===== src/rtl/cache_ctrl_pkg.sv =====
// Shared definitions for the parametrised cache control FSM.
//   state_t     : controller state encoding
//   ctrl_out_t  : bundle of Moore outputs decoded from a state
//   CTR_W       : width of the memory wait-state counter
//   decode()    : state -> Moore output bundle (illegal codes -> all 0)
package cache_ctrl_pkg;

  localparam int CTR_W = 8;

  typedef enum logic [3:0] {
    IDLE        = 4'd0,
    RD_LOOKUP   = 4'd1,
    FILL_REQ    = 4'd2,
    FILL_WAIT   = 4'd3,
    FILL_WR     = 4'd4,
    RD_DONE     = 4'd5,
    WR_LOOKUP   = 4'd6,
    WR_HIT      = 4'd7,
    WR_MEM_REQ  = 4'd8,
    WR_MEM_WAIT = 4'd9,
    WR_DONE     = 4'd10
  } state_t;

  typedef struct packed {
    logic dready;
    logic w;
    logic mstrobe;
    logic mrw;
    logic rsel;
    logic wsel;
    logic busy;
  } ctrl_out_t;

  function automatic ctrl_out_t decode(state_t s);
    ctrl_out_t o;
    o = '0;
    case (s)
      IDLE:        ;
      RD_LOOKUP:   o.busy = 1'b1;
      FILL_REQ:    begin o.busy = 1'b1; o.mstrobe = 1'b1; o.rsel = 1'b1; end
      FILL_WAIT:   begin o.busy = 1'b1; o.rsel = 1'b1; end
      FILL_WR:     begin o.busy = 1'b1; o.w = 1'b1; o.wsel = 1'b1; o.rsel = 1'b1; end
      RD_DONE:     begin o.busy = 1'b1; o.dready = 1'b1; end
      WR_LOOKUP:   o.busy = 1'b1;
      WR_HIT:      begin o.busy = 1'b1; o.w = 1'b1; end
      WR_MEM_REQ:  begin o.busy = 1'b1; o.mstrobe = 1'b1; o.mrw = 1'b1; end
      WR_MEM_WAIT: begin o.busy = 1'b1; o.mrw = 1'b1; end
      WR_DONE:     begin o.busy = 1'b1; o.dready = 1'b1; o.mrw = 1'b1; end
      default:     o = '0;
    endcase
    return o;
  endfunction

endpackage


===== src/rtl/cache_ctrl_param_wait_ctr.sv =====
// Loadable down-counter timing memory wait states.
//   clk, reset : clock, async active-high reset
//   load       : load load_val (takes priority over en)
//   load_val   : wait-state count
//   en         : decrement (never below zero)
//   zero_next  : high during the final enabled wait cycle
module cache_wait_ctr
  import cache_ctrl_pkg::*;
(
  input  logic             clk,
  input  logic             reset,
  input  logic             load,
  input  logic [CTR_W-1:0] load_val,
  input  logic             en,
  output logic             zero_next
);

  logic [CTR_W-1:0] cnt;

  always_ff @(posedge clk or posedge reset) begin
    if (reset)                       cnt <= '0;
    else if (load)                   cnt <= load_val;
    else if (en && (cnt != '0))      cnt <= cnt - 1'b1;
  end

  // Loaded with N at the end of the request cycle, so the Nth wait cycle
  // is the one that sees a count of 1.
  assign zero_next = en && (cnt == CTR_W'(1));

endmodule


===== src/rtl/cache_ctrl_param.sv =====
// Direct-mapped, write-through cache control FSM with configurable memory
// wait states, multi-word line refill and optional write-allocate.
//   clk, reset : clock, async active-high reset
//   Strobe/DRW : CPU request valid / type (1 = write), sampled in IDLE
//   M, V       : tag match / line valid for the current address
//   DReady     : transaction complete pulse
//   W          : cache array write enable
//   MStrobe/MRW: memory request pulse / direction (1 = write)
//   RSel, WSel : memory address source / cache write-data source
//   WordIdx    : refill word index
//   Busy       : controller not idle
module cache_ctrl_param
  import cache_ctrl_pkg::*;
#(
  parameter int WAIT_CYCLES = 4,
  parameter int LINE_WORDS  = 4,
  parameter int WRITE_ALLOC = 0,
  localparam int IDX_W      = (LINE_WORDS > 1) ? $clog2(LINE_WORDS) : 1
) (
  input  logic             clk,
  input  logic             reset,
  input  logic             Strobe,
  input  logic             DRW,
  input  logic             M,
  input  logic             V,
  output logic             DReady,
  output logic             W,
  output logic             MStrobe,
  output logic             MRW,
  output logic             RSel,
  output logic             WSel,
  output logic [IDX_W-1:0] WordIdx,
  output logic             Busy
);

  localparam logic [IDX_W-1:0] LAST_IDX = IDX_W'(LINE_WORDS - 1);
  localparam logic [CTR_W-1:0] WAIT_VAL = CTR_W'(WAIT_CYCLES);

  state_t           state, nxt;
  ctrl_out_t        outs;
  logic [IDX_W-1:0] word_idx;
  logic             pend_wr;   // write miss being allocated: finish with a CPU write
  logic             hit;
  logic             ctr_load, ctr_en, ctr_last;

  assign hit = M & V;

  assign ctr_load = (state == FILL_REQ)  || (state == WR_MEM_REQ);
  assign ctr_en   = (state == FILL_WAIT) || (state == WR_MEM_WAIT);

  cache_wait_ctr u_wait_ctr (
    .clk       (clk),
    .reset     (reset),
    .load      (ctr_load),
    .load_val  (WAIT_VAL),
    .en        (ctr_en),
    .zero_next (ctr_last)
  );

  always_comb begin
    nxt = state;
    case (state)
      IDLE:        if (Strobe) nxt = DRW ? WR_LOOKUP : RD_LOOKUP;
      RD_LOOKUP:   nxt = hit ? IDLE : FILL_REQ;
      FILL_REQ:    nxt = FILL_WAIT;
      FILL_WAIT:   if (ctr_last) nxt = FILL_WR;
      FILL_WR:     if (word_idx == LAST_IDX) nxt = pend_wr ? WR_HIT : RD_DONE;
                   else                      nxt = FILL_REQ;
      RD_DONE:     nxt = IDLE;
      WR_LOOKUP:   if (hit)                   nxt = WR_HIT;
                   else if (WRITE_ALLOC != 0) nxt = FILL_REQ;
                   else                       nxt = WR_MEM_REQ;
      WR_HIT:      nxt = WR_MEM_REQ;
      WR_MEM_REQ:  nxt = WR_MEM_WAIT;
      WR_MEM_WAIT: if (ctr_last) nxt = WR_DONE;
      WR_DONE:     nxt = IDLE;
      default:     nxt = IDLE;
    endcase
  end

  // Outputs are registered from the next state so they line up with the
  // state they describe, without a decode path after the flops.
  always_ff @(posedge clk or posedge reset) begin
    if (reset) begin
      state    <= IDLE;
      outs     <= '0;
      word_idx <= '0;
      pend_wr  <= 1'b0;
    end else begin
      state <= nxt;
      outs  <= decode(nxt);
      case (state)
        RD_LOOKUP:
          if (!hit) begin
            word_idx <= '0;
            pend_wr  <= 1'b0;
          end
        WR_LOOKUP:
          if (!hit && (WRITE_ALLOC != 0)) begin
            word_idx <= '0;
            pend_wr  <= 1'b1;
          end
        FILL_WR:
          if (word_idx != LAST_IDX) word_idx <= word_idx + 1'b1;
        WR_HIT:
          pend_wr <= 1'b0;
        default: ;
      endcase
    end
  end

  // Read hit completes in the lookup cycle itself, so DReady carries the
  // live M&V there in addition to the registered done-state pulse.
  assign DReady  = outs.dready | ((state == RD_LOOKUP) & hit);
  assign W       = outs.w;
  assign MStrobe = outs.mstrobe;
  assign MRW     = outs.mrw;
  assign RSel    = outs.rsel;
  assign WSel    = outs.wsel;
  assign Busy    = outs.busy;
  assign WordIdx = word_idx;

endmodule


===== config.mk =====
export PLATFORM = sky130hd
export DESIGN_NAME = cache_ctrl_param
export DESIGN_NICKNAME = d
export VERILOG_FILES = /design/src/rtl/cache_ctrl_pkg.sv /design/src/rtl/cache_ctrl_param_wait_ctr.sv /design/src/rtl/cache_ctrl_param.sv
export SDC_FILE = /design/constraint.sdc
export NUM_CORES = 1
export LEC_CHECK = 0
export BUFFER_PORTS_ARGS = -buffer_cell sky130_fd_sc_hd__buf_2
export CAP_MARGIN = 20
export CORE_MARGIN = 3
export CORE_UTILIZATION = 40
export DETAILED_ROUTE_END_ITERATION = 8
export PLACE_DENSITY_LB_ADDON = 0.15
export SLEW_MARGIN = 20
export SYNTH_ARGS = -nofsm -noshare
export SYNTH_HDL_FRONTEND = slang
export SYNTH_SLANG_ARGS = --single-unit

===== constraint.sdc =====
create_clock -name clk -period 5.15 [get_ports clk]
set_input_delay 0.515 -clock clk [delete_from_list [all_inputs] [get_ports clk]]
set_output_delay 0.515 -clock clk [all_outputs]
set_load 0.01 [all_outputs]

# Word level (Yosys, flattened, before mapping)
# Index checks and enable logic that the tools add are counted.
# classes
addsub	2
n_reduce_logical	17
eq_ne	23
bitwise	3
mux	23
# op_table
op	count
$pmux 4 s9	1
$eq 4x3->1 const B	7
$eq 4x4->1 const B	5
$eq 4x2->1 const B	4
$mux 4	4
$mux 8	2
$reduce_or 10->1	1
$eq 4x1->1 const B	2
$eq 8x1->1 const B	1
$mux 1	8
$mux 2	4
$reduce_bool 8->1	1
$sub 8x1->8 const B	1
$mux 3	2
$ne 2x2->1 const B	3
$reduce_bool 2->1	3
$reduce_or 2->1	3
$reduce_or 3->1	2
$logic_not 4->1	1
$pmux 2 s2	1
$reduce_and 3->1	1
$add 2x1->2 const B	1
$and 1x1->1	2
$eq 2x2->1 const B	1
other kinds (5)	7
# word_totals
output_inout_bits	9
register_bits	22
word_cells	79

# Logic depth before layout (Yosys ltp)
# Gate-level depths: netlist of the first run.
# logic_depth
ltp_word	8
depth_mapped	6
depth_no_buf	6

# Modules after synthesis
# From an unflattened synthesis of the first run, not the netlist that was laid out.
# hier_totals
hier_cells	142
area_unflattened_um2	1307.5
# modules_own_cells
module	seq_area_each_um2	cells_each	area_per_inst_um2	n_inst
cache_ctrl_param	325.3	70	693.2	1
cache_wait_ctr	200.2	72	614.3	1

# Worst setup path before layout of the first run
# No wires, ideal clock.
# synth_timing
path_type	reg2reg
startpoint	reg u_wait_ctr.cnt[2]
endpoint	reg outs (netlist bit Busy)
period_less_slack_ns	2.195
t_arrival_ns	2.064
path_stages_with_launch	6
setup_slack_ns	2.955
setup_ns	0.132
t_required_ns	5.018
path_cell_list	dfrtp_1 -> nor4_4 -> nand4_2 -> a22o_1 -> or4_1 -> or3b_1
# synth_between
elab_chain_cells	7
# synth_rtl
item	line_no	rtl
from (decl)	cache_ctrl_param_wait_ctr.sv:18	logic [CTR_W-1:0] cnt;
from (signal assigned)	cache_ctrl_param_wait_ctr.sv:22	else if (load) cnt <= load_val;
from (signal assigned)	cache_ctrl_param_wait_ctr.sv:23	else if (en && (cnt != '0)) cnt <= cnt - 1'b1;
$eq 8x1->1 *	cache_ctrl_param_wait_ctr.sv:28	assign zero_next = en && (cnt == CTR_W'(1));
$logic_and 1x1->1 *	cache_ctrl_param_wait_ctr.sv:28	
$mux 4 (on tied branches)	cache_ctrl_param.sv:75, cache_ctrl_param.sv:66	
$pmux 4 s9 *	cache_ctrl_param.sv:62	case (state)
net nxt[0]	cache_ctrl_param.sv:39	state_t state, nxt;
$eq 4x4->1, or another cell as far along	cache_ctrl_pkg.sv:37	case (s)
$reduce_or 10->1 (no line) *	n/a	
$mux 1 *	cache_ctrl_pkg.sv:37	
to (signal assigned)	cache_ctrl_param.sv:91	outs <= decode(nxt);
to (decl)	cache_ctrl_param.sv:40	ctrl_out_t outs;
# Mark *: on every way through the listed nets, which the timed path passes. The rest lies on a longest branch.
# A chain may end at the register's enable or synchronous reset.

# Final worst setup path of the first run
# Same ends and word-level chain as after synthesis.

==> impl_metrics.json, run 1 <==
{
  "crit_required_ns": 5.35,
  "cts_resized": 0,
  "yosysUniqueCellTypes": 36,
  "setup_tns_ns": 0,
  "reg2reg_from": "u_wait_ctr.cnt[2]",
  "hold_class": "input pin to asynchronous set/reset pin",
  "critPathKind": "flip-flop to flip-flop",
  "syn_area_mm2": 0.001172,
  "critical_path.top_delay_family": "simple AND/OR/NAND/NOR gates",
  "fp.dieW_um": 60.14,
  "grt_first_pass_wirelength_um": 4160,
  "yosysWarnings": 0,
  "avgSynthCellArea_um2": 9.159,
  "slew_headroom": 0.4702,
  "cap_violations": 0,
  "clock-root-buffer": "clkbuf_4",
  "cp_cell_sequence": "nor4_4 > nand4_2 > a22o_1 > or4_1 > or3b_1",
  "viasPerCell": 5.709,
  "finalSetupViolCount": 0,
  "dpl-instance-area_mm2": 0.001262,
  "total_power_uw": 724.1,
  "grt_max_degree": 22,
  "area_delta_synth_final_pct": 10.03,
  "die-area_mm2": 0.003617,
  "synth-edff-count": 0,
  "worst_slew_pin_slew_ns": 0.7899,
  "ir_drop_mv": 0.2256,
  "initial_core_util": 0.4215,
  "cts-hold-fix-buffers": 0,
  "cp.buffers_inverters": 0,
  "max-clock-path-buffers": 2,
  "ios": 15,
  "num_rows": 19,
  "crit_fanout": 5,
  "grt_antenna_before_repair": 0,
  "clock_latency_ns": 0.30,
  "hold_viol": 0,
  "reg2reg_depth": 5,
  "grtUsageTotal": 0.1533,
  "startpoint": "u_wait_ctr.cnt[2]",
  "min_period_over_period": 0.4604,
  "first_iter_violations": 20,
  "cp-end-kind": "flip-flop",
  "grt_remaining_overflow": 0,
  "hold_ws_ns": 0.3342,
  "place_congestion": 0.7868,
  "fp.dieH_um": 60.14,
  "routed-via-count": 982,
  "synth_fp_nets": 138,
  "syn_inst": 128,
  "core-area_mm2": 0.002781,
  "max_freq_mhz": 421.7,
  "outcome": "complete, no violations",
  "hpwlAfterDp_um": 1743,
  "drv_slew": 0,
  "finalInstanceArea_mm2": 0.001290,
  "dr.pass1.iters": 4,
  "finClkSkew_ns": 0.006998,
  "portBuffers": 14,
  "yosysSeqAreaShare": 0.4482,
  "post_drt_wl_per_cell_um": 13.65,
  "cp_slowest_stage_delay_ns": 0.54,
  "ys.flop_type": "dfrtp_1",
  "cts_made_buffers": 3,
  "post_cts_buffers": 0,
  "cp_data_arrival_time_ns": 2.57,
  "clkTransAtPathRegs_ns": 0.12,
  "cts.sinks": 21,
  "worst-r2r-setup-slack_ns": 2.78,
  "final_core_util": 0.4638,
  "critPathLaunchType": "flip-flop",
  "drcViolationCount": 0,
  "wl_um": 2347,
  "r2r-end": "Busy",
  "ys_seq_elements": 21,
  "rsz0062_at_grt": "false",
  "final.min_clock_period_ns": 2.371,
  "final_layout_size_suffix_gt1_frac": 0.1489,
  "cts_tree": "yes",
  "final_nets": 152,
  "power_leakage_uw": 0.0006076,
  "slowest_stage": "or4_1",
  "ant_nets": 0,
  "async_flop_share": 1.000,
  "htreeDepth": 1,
  "grt_pass1_vias": 960,
  "diodes": 0,
  "cellPowerDensity_mw_per_mm2": 561.3
}
final cells by class:
class	instances	area [um2]
inverter	6	22.52
multi-input combinational	96	605.6
tap	31	38.79
timing repair buffer	14	70.07
clock buffer	3	22.52
fill	279	1491
sequential	21	525.5
clock inverter	1	5.005
metal layers:
metal | up-vias | track usage | part of all wire
met4 | 0 | 0.06013 | 0.010
met3 | 4 | 0.02592 | 0.032
met5 | - | 0 | 0
li1 | 486 | - | -
met1 | 477 | 0.1857 | 0.46
met2 | 15 | 0.2670 | 0.50
worst register-to-register path: stages (launching register included):
cell and delay, ns:
dfrtp_1 0.48, nor4_4 0.40, nand4_2 0.19, a22o_1 0.30, or4_1 0.54, or3b_1 0.36
cell families (layout without fill, tap and decap cells):
logic type	Yosys count	in the layout	share of synthesized area
AOI/OAI and AO/OA	21	21	0.1227
xor gates and xnor gates	6	6	0.04482
adders and majority gates	4	4	0.04269
buffers and inverters	11	24	0.03522
DFF	21	21	0.4482
and+or+nand+nor	65	65	0.3063
registers in the layout (all words and copies together) (netlist names):
name            flops
u_wait_ctr.cnt      8
state               4
WordIdx             2
Busy                1
MRW                 1
MStrobe             1
RSel                1
W                   1
WSel                1
outs                1
layout by cell type (no fill, tap or decap), types with 2 or more instances in the layout:
| cell type | instances |
|---|---|
| dfrtp_1 | 21 |
| nand2_1 | 16 |
| nor2_1 | 14 |
| buf_2 | 14 |
| nand3_1 | 7 |
| inv_1 | 6 |
| xor2_1 | 6 |
| o21ai_0 | 5 |
| or3_1 | 4 |
| nand4_1 | 4 |
| nor3_1 | 4 |
| ha_1 | 4 |
| nor3b_1 | 3 |
| a21oi_1 | 3 |
| clkbuf_4 | 3 |
| a31oi_1 | 2 |
| nand2b_1 | 2 |
| o211ai_1 | 2 |
| o31ai_1 | 2 |
worst max-delay path by stage:
stage               endpoint  cells after the start
finish                  Busy                      5
global route            Busy                      5
CTS                     Busy                      5
detailed placement      Busy                      5
global placement        Busy                      5
floorplan               Busy                      5
through the flow:
stage,setup slack [ns],instances
2_1_floorplan,2.955,128
3_3_place_gp,2.868,168
3_5_place_dp,2.804,168
4_1_cts,2.797,172
5_1_grt,2.655,172
6_report,2.779,172
synth_stat cells (2+ instances only):
master,instances,area [um2]
ha_1,4,50.05
nand4_1,4,25.02
clkbuf_1,5,18.77
o211ai_1,2,15.01
dfrtp_1,21,525.5
nand3_1,7,35.03
or3_1,4,25.02
xor2_1,6,52.55
o31ai_1,2,15.01
o21ai_0,5,25.02
a21oi_1,3,15.01
nor3_1,4,20.02
a31oi_1,2,12.51
nor3b_1,3,22.52
nand2_1,16,60.06
inv_1,6,22.52
nor2_1,14,52.55
nand2b_1,2,12.51
power by group:
group	internal [uW]	switching, uW
Combinational	139	184
Sequential	225	96.6
Clock	28.9	51.1
Note: power is estimated with default switching activity, not from simulation.
==> run 2, diff against run 1 <==
Clock period 5.15 ns to 2.1 ns, I/O delays scaled along.
==> impl_metrics.json, run 2 (synthesized netlist as in run 1, its figures left out) <==
{
  "first_iter_violations": 37,
  "num_rows": 19,
  "min_period_over_period": 0.9709,
  "crit_required_ns": 2.29,
  "cp.buffers_inverters": 0,
  "worst-r2r-setup-slack_ns": 0.06,
  "outcome": "complete, no violations",
  "grt_first_pass_wirelength_um": 4374,
  "core-area_mm2": 0.002781,
  "multi_input_area_um2": 611.8,
  "dpl-instance-area_mm2": 0.001360,
  "fp.dieW_um": 60.14,
  "pwr-share-comb": 0.544,
  "crit_fanout": 3,
  "final_layout_size_suffix_gt1_frac": 0.2484,
  "cp_slowest_stage_delay_ns": 0.42,
  "largest_reg_flops": 8,
  "routed-via-count": 1040,
  "grt_antenna_before_repair": 0,
  "seq_power_share": 0.358,
  "place_congestion": 0.8612,
  "initial_core_util": 0.4215,
  "post_drt_wl_per_cell_um": 13.45,
  "portBuffers": 14,
  "swShare": 0.4316,
  "regArea_um2": 526.8,
  "drcViolationCount": 0,
  "fp.dieH_um": 60.14,
  "critPathKind": "flip-flop to flip-flop",
  "dr.pass1.iters": 4,
  "slowest_stage": "dfrtp_1",
  "worst_slack_ns": 0.06111,
  "cellPowerDensity_mw_per_mm2": 1399,
  "critical_path.top_delay_family": "simple AND/OR/NAND/NOR gates",
  "ir_drop_mv": 0.7265,
  "final_cell_mix": "dfrtp_1, nand2_1, buf_4",
  "final_nets": 168,
  "clock-root-buffer": "clkbuf_4",
  "critPathLaunchType": "flip-flop",
  "total_power_uw": 1982,
  "r2r-end": "Busy",
  "switchingPower_uw": 855.3,
  "final_common_cell": "dfrtp_1",
  "p_int_uw": 1127,
  "ios": 15,
  "cp_data_arrival_time_ns": 2.23,
  "finalInstanceArea_mm2": 0.001416,
  "drv_slew": 0,
  "hold_ws_ns": 0.03835,
  "clkTransAtPathRegs_ns": 0.11,
  "clockPowerShare": 0.098,
  "cts.sinks": 21,
  "clock_latency_ns": 0.30,
  "final.min_clock_period_ns": 2.039,
  "area_delta_synth_final_pct": 20.81,
  "hold_viol": 0,
  "grt_pass1_vias": 1025,
  "top_register": "u_wait_ctr.cnt",
  "cap_violations": 0,
  "grtUsageTotal": 0.1611,
  "power_leakage_uw": 0.0006829,
  "cp-end-kind": "flip-flop",
  "worst_slew_pin_slew_ns": 0.7926,
  "cts_tree": "yes",
  "hpwlAfterDp_um": 1963,
  "hold_class": "input pin to asynchronous set/reset pin",
  "finalSetupViolCount": 0,
  "max_freq_mhz": 490.5,
  "wl_um": 2529,
  "grt_remaining_overflow": 0,
  "cts-hold-fix-buffers": 0,
  "pre_cts_ws_ns": 0.04853,
  "finClkSkew_ns": 0.002322,
  "cp_cell_sequence": "nor4_4 > nand4_2 > a22o_1 > or4_4 > or3b_1",
  "die-area_mm2": 0.003617,
  "max-clock-path-buffers": 2,
  "rsz0062_at_grt": "true",
  "reg2reg_depth": 5,
  "slew_headroom": 0.4710,
  "viasPerCell": 5.532,
  "grt_max_degree": 22,
  "final.fill_count": 264,
  "cts_made_buffers": 3,
  "ant_nets": 0,
  "htreeDepth": 1,
  "diodes": 0,
  "setup_tns_ns": 0,
  "reg2reg_from": "u_wait_ctr.cnt[4]"
}
run 2: area by class of cell:
| class | instances | area share |
|---|---|---|
| repair buffers | 30 | 0.1343 |
| flip-flops and latches | 21 | 0.3719 |
| well taps | 31 | 0.02739 |
| multi-input cells | 96 | 0.4320 |
| clock buffers | 4 | 0.01855 |
| inverters | 6 | 0.01590 |
run 2: worst max path at each step:
| stage | from | end | depth (start not counted) |
|---|---|---|---|
| after CTS | u_wait_ctr.cnt[4] | Busy | 5 |
| final | u_wait_ctr.cnt[4] | Busy | 5 |
| after floorplan | u_wait_ctr.cnt[4] | Busy | 5 |
| after detailed placement | u_wait_ctr.cnt[4] | Busy | 5 |
| after global placement | u_wait_ctr.cnt[4] | Busy | 5 |
| after global routing | u_wait_ctr.cnt[4] | Busy | 5 |
run 2: repair_timing:
action / 4_1_cts / 5_1_grt
resized for setup: 0 / 3
buffers inserted: 0 / 3
setup endpoints to repair: 0 / 1
run 2: power by group through the flow:
stage	Combinational (uW)	Sequential [uW]	Clock [uW]
2_1_floorplan	680	693	0
3_5_place_dp	1040	720	0
5_1_grt	1220	734	222
3_3_place_gp	1020	715	0
6_report	1080	710	194
4_1_cts	1040	710	200
run 2: metrics by stage:
| step | cells | utilization |
|---|---|---|
| finish | 188 | 0.5092 |
| global route | 188 | 0.5092 |
| CTS | 185 | 0.4984 |
| detailed placement | 181 | 0.4890 |
| global placement | 181 | 0.4890 |
| floorplan | 128 | - |
run 2: metal layers:
layer  part of all wire  up-vias  routed length [um]  global-route usage
li1                   -      515                   -                   -
met1               0.46      499                1151              0.1984
met2               0.50       22                1267              0.2762
met3              0.030        4                  77             0.02160
met4              0.013        0                  32             0.07278
met5                  0        -                   0                   0
==> run 3, diff against run 2 <==
Settings changed: CELL_PAD_IN_SITES_DETAIL_PLACEMENT from default to 1, CELL_PAD_IN_SITES_GLOBAL_PLACEMENT from default to 1, CORE_UTILIZATION 40 to 38, GPL_ROUTABILITY_DRIVEN from default to 0.
==> impl_metrics.json, run 3 (synthesized netlist as in run 1, its figures left out) <==
{
  "largest_reg_flops": 8,
  "cp_slowest_stage_delay_ns": 0.43,
  "final_cell_mix": "dfrtp_1, buf_4, nand2_1",
  "drv_slew": 0,
  "diodes": 0,
  "grt_max_degree": 22,
  "critPathKind": "flip-flop to flip-flop",
  "clock_latency_ns": 0.32,
  "cap_violations": 0,
  "cp-end-kind": "flip-flop",
  "htreeDepth": 1,
  "num_rows": 19,
  "cts.sinks": 21,
  "wl_met3_um": 76,
  "seq_power_share": 0.345,
  "pwr-share-comb": 0.557,
  "crit_required_ns": 2.31,
  "top_register": "u_wait_ctr.cnt",
  "hpwlAfterDp_um": 2230,
  "routed-via-count": 1054,
  "ant_nets": 0,
  "final_nets": 170,
  "initial_core_util": 0.4110,
  "core-area_mm2": 0.002853,
  "min_period_over_period": 1.013,
  "finClkSkew_ns": 0.007658,
  "violations": "setup timing",
  "final.min_clock_period_ns": 2.127,
  "worst_slew_pin_slew_ns": 0.7789,
  "cp.buffers_inverters": 0,
  "p_int_uw": 1175,
  "hold_class": "input pin to asynchronous set/reset pin",
  "ios": 15,
  "area_delta_synth_final_pct": 22.09,
  "final_common_cell": "dfrtp_1",
  "portBuffers": 14,
  "max-clock-path-buffers": 2,
  "cts-hold-fix-buffers": 0,
  "swShare": 0.4382,
  "cellPowerDensity_mw_per_mm2": 1461,
  "clock-root-buffer": "clkbuf_4",
  "die-area_mm2": 0.003788,
  "ir_drop_mv": 0.5774,
  "dr.pass1.iters": 4,
  "hold_viol": 0,
  "grt_remaining_overflow": 0,
  "power_leakage_uw": 0.0006896,
  "rsz0062_at_grt": "true",
  "finalSetupViolCount": 1,
  "crit_fanout": 3,
  "final_layout_size_suffix_gt1_frac": 0.2579,
  "wl_um": 3007,
  "worst_slack_ns": -0.02726,
  "setup_tns_ns": -0.02726,
  "switchingPower_uw": 916.2,
  "critical_path.top_delay_family": "simple AND/OR/NAND/NOR gates",
  "max_freq_mhz": 470.1,
  "met1Wirelength_um": 1424,
  "outcome": "complete, but fails checks",
  "drcViolationCount": 0,
  "cp_data_arrival_time_ns": 2.34,
  "post_drt_wl_per_cell_um": 15.83,
  "startpoint": "u_wait_ctr.cnt[2]",
  "slew_headroom": 0.4802,
  "cp_cell_sequence": "nor4_4 > nand4_2 > a22o_1 > or4_4 > or3b_1",
  "grt_antenna_before_repair": 0,
  "slowest_stage": "dfrtp_1",
  "hold_ws_ns": 0.009305,
  "first_iter_violations": 9,
  "top_layer": "met4",
  "pre_cts_ws_ns": 0.004328,
  "fp.dieH_um": 61.55,
  "cts_made_buffers": 3,
  "clkTransAtPathRegs_ns": 0.12,
  "cts_tree": "yes",
  "grt_pass1_vias": 1025,
  "wl_met2_um": 1460,
  "fp.dieW_um": 61.55,
  "viasPerCell": 5.547,
  "grtUsageTotal": 0.1679,
  "critPathLaunchType": "flip-flop",
  "reg2reg_from": "u_wait_ctr.cnt[2]",
  "clockPowerShare": 0.098,
  "grt_first_pass_wirelength_um": 4629
}
==> run 3: cell count changes in the layout (fill, tap and decap cells not counted), sizes merged <==
| cell | before | now |
|---|---|---|
| buf | 30 | 32 |
==> run 3: area by class of cell <==
type	instances	area, um2
clock buffers	4	26.28
fillers	340	1421
inverters	6	22.52
multi-input cells	96	611.8
flip-flops and latches	21	526.8
well taps	31	38.79
repair buffers	32	205.2
==> run 3: path summary, 6_finish.rpt <==
kind	endpoint	slack [ns]	depth (start not counted)
hold reg to reg	WordIdx[1]	0.55	2
min in group clk	RSel	0.31	4
setup reg to reg	Busy	-0.03	5
setup / recovery	Busy	-0.03	5
hold / removal	state[0]	0.009	2
max in group asynchronous	state[1]	1.56	2
==> run 3: power groups by stage <==
stage | logic (uW) | clock network (uW) | registers, uW
after floorplan | 680 | 0 | 693
after global placement | 1030 | 0 | 719
after detailed placement | 1070 | 0 | 724
after CTS | 1080 | 211 | 719
after global routing | 1280 | 227 | 743
final | 1160 | 205 | 721
==> run 3: per-layer routing <==
layer,vias to the layer above,global-route usage
li1,521,-
met1,514,0.2175
met2,14,0.2810
met3,5,0.02516
met4,0,0.06364
met5,-,0
==> run 3: what timing repair did <==
item                                    4_1_cts  5_1_grt
endpoints found under the setup margin        1        1
resized for setup                             0        3
pin swaps                                     0        3
hold endpoints to repair                      0        0
setup buffers                                 0        5
==> run 3: metrics by stage <==
step / total power, uW / instances / instance area [um2] / utilization
finish: 2091 / 190 / 1431 / 0.5018
global route: 2253 / 190 / 1431 / 0.5018
CTS: 2007 / 185 / 1386 / 0.4860
detailed placement: 1795 / 181 / 1360 / 0.4768
global placement: 1751 / 181 / 1360 / 0.4768
floorplan: 1373 / 128 / 1172 / -
